## config.mk

```make
export PLATFORM = sky130hd
export DESIGN_NAME = bsg_fifo_small_nelem
export DESIGN_NICKNAME = d
export VERILOG_FILES = /design/src/rtl/bsg_fifo_small_nelem.sv
export SDC_FILE = /design/constraint.sdc
export NUM_CORES = 1
export LEC_CHECK = 0
export BUFFER_PORTS_ARGS = -buffer_cell sky130_fd_sc_hd__buf_2
export CAP_MARGIN = 10
export CORE_MARGIN = 2
export CORE_UTILIZATION = 40
export CTS_CLUSTER_SIZE = 30
export DETAILED_ROUTE_END_ITERATION = 10
export GPL_ROUTABILITY_DRIVEN = 0
export HOLD_SLACK_MARGIN = 0.02
export PLACE_DENSITY = 0.64
export SETUP_SLACK_MARGIN = 0.5
export SLEW_MARGIN = 20
export SYNTH_ARGS = -nofsm -noshare
export SYNTH_HDL_FRONTEND = slang
export SYNTH_SLANG_ARGS = --single-unit
```

## constraint.sdc

```tcl
create_clock -name clk_i -period 7.1 [get_ports clk_i]
set_input_delay 0 -clock clk_i [delete_from_list [all_inputs] [get_ports clk_i]]
set_output_delay 0 -clock clk_i [all_outputs]
set_load 0.01 [all_outputs]
```

## src/rtl/bsg_fifo_small_nelem.sv

```systemverilog
// bsg_fifo_small_nelem: els_p-deep, width_p-wide synchronous FIFO.
// Ready/valid on the input side, valid/yumi on the output side, and the
// current occupancy is reported on count_o.
// Optional feature: define BSG_FIFO_SMALL_BYPASS_EN to let an empty FIFO
// present the incoming item on its output in the same cycle (0-cycle latency).
// With the macro undefined there is no combinational input-to-output path.
module bsg_fifo_small_nelem #(
  parameter int width_p = 16,
  parameter int els_p   = 4,
  localparam int lg_els_lp = $clog2(els_p + 1)
) (
  input  logic                 clk_i,
  input  logic                 reset_i,
  input  logic                 v_i,
  input  logic [width_p-1:0]   data_i,
  output logic                 ready_o,
  output logic                 v_o,
  output logic [width_p-1:0]   data_o,
  input  logic                 yumi_i,
  output logic [lg_els_lp-1:0] count_o
);

  localparam int ptr_w_lp = $clog2(els_p);
  localparam logic [ptr_w_lp-1:0]  last_ptr_lp = ptr_w_lp'(els_p - 1);
  localparam logic [lg_els_lp-1:0] full_cnt_lp = lg_els_lp'(els_p);

  // Pointers wrap explicitly at els_p-1 so non-power-of-two depths work.
  function automatic logic [ptr_w_lp-1:0] next_ptr(input logic [ptr_w_lp-1:0] p);
    return (p == last_ptr_lp) ? '0 : p + ptr_w_lp'(1);
  endfunction

  logic [width_p-1:0]   mem_q [els_p];
  logic [ptr_w_lp-1:0]  rptr_q, rptr_d;
  logic [ptr_w_lp-1:0]  wptr_q, wptr_d;
  logic [lg_els_lp-1:0] count_q, count_d;

  logic empty, full;
  logic enq, deq;

  assign empty   = (count_q == '0);
  assign full    = (count_q == full_cnt_lp);
  assign ready_o = ~full;
  assign count_o = count_q;

`ifdef BSG_FIFO_SMALL_BYPASS_EN
  logic pass_through;

  // When empty the input is forwarded straight to the output; an item that
  // is consumed on the same cycle never touches the storage.
  assign v_o          = empty ? v_i : 1'b1;
  assign data_o       = empty ? data_i : mem_q[rptr_q];
  assign pass_through = empty & v_i & yumi_i;
  assign enq          = v_i & ready_o & ~pass_through & ~reset_i;
  assign deq          = yumi_i & ~empty & ~reset_i;
`else
  assign v_o    = ~empty;
  assign data_o = mem_q[rptr_q];
  assign enq    = v_i & ready_o & ~reset_i;
  assign deq    = yumi_i & v_o & ~reset_i;
`endif

  // Next-state for pointers and occupancy; reset discards all entries.
  always_comb begin
    rptr_d  = rptr_q;
    wptr_d  = wptr_q;
    count_d = count_q;
    if (reset_i) begin
      rptr_d  = '0;
      wptr_d  = '0;
      count_d = '0;
    end else begin
      if (enq) wptr_d = next_ptr(wptr_q);
      if (deq) rptr_d = next_ptr(rptr_q);
      unique case ({enq, deq})
        2'b10:   count_d = count_q + lg_els_lp'(1);
        2'b01:   count_d = count_q - lg_els_lp'(1);
        default: count_d = count_q;
      endcase
    end
  end

  // Control state register.
  always_ff @(posedge clk_i) begin
    rptr_q  <= rptr_d;
    wptr_q  <= wptr_d;
    count_q <= count_d;
  end

  // Storage array; intentionally not reset.
  always_ff @(posedge clk_i) begin
    if (enq) mem_q[wptr_q] <= data_i;
  end

`ifndef SYNTHESIS
  // A yumi with nothing valid on the output is a consumer protocol error.
  always_ff @(posedge clk_i) begin
    if (!reset_i && yumi_i)
      assert (v_o) else $error("bsg_fifo_small_nelem: yumi_i asserted while v_o=0");
  end
`endif

endmodule

```

==> results.json <==
{
  "status": "complete, no violations",
  "final_cell_mix": "64 x edfxtp_1, 40 x buf_2, 18 x dlygate4sd3_1",
  "start_kind": "register",
  "fin_skew_ps": 7.45,
  "dpl-instance-area_mm2": 0.00309,
  "cts_setup_buffers": 0,
  "drtIter0Drc": 31,
  "cp_cell_sequence": "or3b_4 -> and3b_1 -> inv_1 -> ha_1 -> inv_1 -> fa_1 -> xor2_1 -> or3_1 -> a21oi_1",
  "syn_area_mm2": 0.00280,
  "ys_warn_count": 0,
  "synthTopCellsByArea": "edfxtp_1 69%, mux4_2 13%, dfxtp_1 6.4%",
  "drive_gt1_frac": 0.365,
  "power_density_mw_per_mm2": 269,
  "drv_slew": 0,
  "finalSetupViolCount": 0,
  "routed_wl_mm": 4.57,
  "ant_nets": 0,
  "crit_slowest_cell": "or3b_4",
  "layout_commonest_cell": "edfxtp_1",
  "avgRoutedWirePerCell_um": 15.3,
  "worst_path_most_repeated_cell": "inv_1",
  "hold_viol": 0,
  "clk_pin_slew_ps": 70,
  "cts_sinks": 73,
  "synthSimpleGateAreaFrac": 0.0362,
  "cts_tree": "done",
  "io_buffers": 40,
  "syn_nets": 162,
  "rows": 30,
  "detailed_place_hpwl_mm": 2.87,
  "die_h_um": 87.7,
  "grt_pass1_wl_mm": 7.08,
  "cp-end-kind": "register",
  "cts_resized": 0,
  "max_stage_delay_ps": 410,
  "grtUsageTotal": 0.129,
  "die_x_um": 87.7,
  "final_cells": 299,
  "synth_top_family_by_area": "multiplexers",
  "io_pins": 41,
  "synth_area_per_cell_um2": 20.7,
  "netlist_instances": 135,
  "clk_latency_ps": 340,
  "placed_cells": 265,
  "grt_max_degree": 17,
  "yosys.area.top_type_share": 0.687,
  "initial_core_util": 0.412,
  "synth_xor_area_frac": 0.00626,
  "synth_compound_area_frac": 0.0107,
  "firstDrtPassIters": 4,
  "layout.nets": 225,
  "ys_types": 23,
  "areaGrowthSynthToFinish_pct": 24.3,
  "max-vdd-ir-drop_mv": 0.120,
  "min_path_type": "in2reg",
  "postCtsHoldBufs": 18,
  "synth_area_leader_cell": "edfxtp_1",
  "synth.mux.area_fraction": 0.142,
  "slew_headroom": 0.444,
  "fin_crit_ps": 2500,
  "antenna_found_initial": 0,
  "cts_buffer_depth": 2,
  "final_area_mm2": 0.00348,
  "critical_path_class": "reg2reg",
  "h-tree-depth": 3,
  "max_freq_ghz": 0.400,
  "dp_slack_ps": 4640,
  "drv_cap": 0,
  "vias": 1397,
  "design.die.area_mm2": 0.00768,
  "worst_slew_pin_slew_ps": 834,
  "seq_area_frac_synth": 0.751,
  "p_leak_nw": 1.22,
  "critPathMaxFanout": 7,
  "synthAdderAreaFrac": 0.0340,
  "crit_arrival_ps": 2770,
  "fin_tns_setup_ps": 0,
  "cp.required_ps": 7370,
  "ys_ff_latch": 73,
  "grt_pass1_vias": 1495,
  "root_buffer": "clkbuf_8",
  "diodes": 0,
  "worst_slack_ps": 4600,
  "overflow": 0,
  "post-route-period-util": 0.352,
  "drc": 0,
  "numCtsBuffers": 9,
  "rsz0062_at_grt": "false",
  "core_mm2": 0.00679,
  "viasPerCell": 4.67
}
## state kept, by name, indices dropped and copies added (netlist names), named ones only
signal / flops
mem_q: 64
count_o: 3
rptr_q: 2
wptr_q: 2
## path summary, 6_finish.rpt
check	cells past startpoint	slack, ps	startpoint	to
setup / recovery	9	4600	count_o[2]	count_o[2]
hold / removal	3	160	yumi_i	rptr_q[0]
setup reg to reg	9	4600	count_o[2]	count_o[2]
hold reg to reg	2	570	count_o[2]	count_o[2]
## logic make-up after synthesis
kind of cell | count (synthesis)
and+or+nand+nor | 17
muxes | 19
adders and majority gates | 7
DFF | 73
buffers and inverters | 12
xor gates and xnor gates | 2
AOI/OAI and AO/OA | 5
## stage by stage
| step | hold slack [ps] | util | power (mW) |
|---|---|---|---|
| floorplan | 98.9 | - | 0.565 |
| global placement | 211 | 0.454 | 0.595 |
| detailed placement | 220 | 0.454 | 0.601 |
| CTS | 154 | 0.512 | 0.943 |
| global route | 191 | 0.512 | 0.967 |
| finish | 165 | 0.512 | 0.934 |
## where the power goes
part           switching (mW)  internal (mW)
sequential             0.0164          0.485
clock                   0.142          0.195
combinational          0.0424         0.0532
## final cells by class
cell class	instances	area (um^2)
inverter	6	22.5
timing repair buffer	58	380
fill	546	3320
tap	96	120
multi-input combinational	50	642
clock inverter	6	82.6
sequential	73	2100
clock buffer	10	128
## cell usage after synthesis
| cell | instances |
|---|---|
| fa_1 | 1 |
| a211oi_1 | 1 |
| or3b_4 | 1 |
| and3b_1 | 2 |
| dfxtp_1 | 9 |
| mux4_2 | 16 |
| xor2_1 | 2 |
| buf_6 | 1 |
| buf_1 | 1 |
| ha_1 | 6 |
| buf_2 | 2 |
| or3_1 | 2 |
| and2_1 | 4 |
| nor2_1 | 6 |
| mux2_2 | 2 |
| clkbuf_1 | 2 |
| a21o_1 | 1 |
| nor2b_1 | 2 |
| a21oi_1 | 2 |
| edfxtp_1 | 64 |
| o21ai_0 | 1 |
| mux2_4 | 1 |
| inv_1 | 6 |
## critical path: cells and delay by family (launching register included)
| kind | cells | cell delay [ps] |
|---|---|---|
| and+or+nand+nor | 3 | 1000 |
| DFF | 1 | 400 |
| xor gates and xnor gates | 1 | 170 |
| buffers and inverters | 2 | 150 |
| AOI/OAI and AO/OA | 1 | 150 |
| adders and majority gates | 2 | 560 |
## layer usage
layer	track usage	up-vias	part of all wire
li1	-	653	-
met1	0.144	698	0.41
met2	0.220	36	0.53
met3	0.0377	10	0.043
met4	0.0755	0	0.019
met5	0	-	0
(Power assumes the default switching activity.)
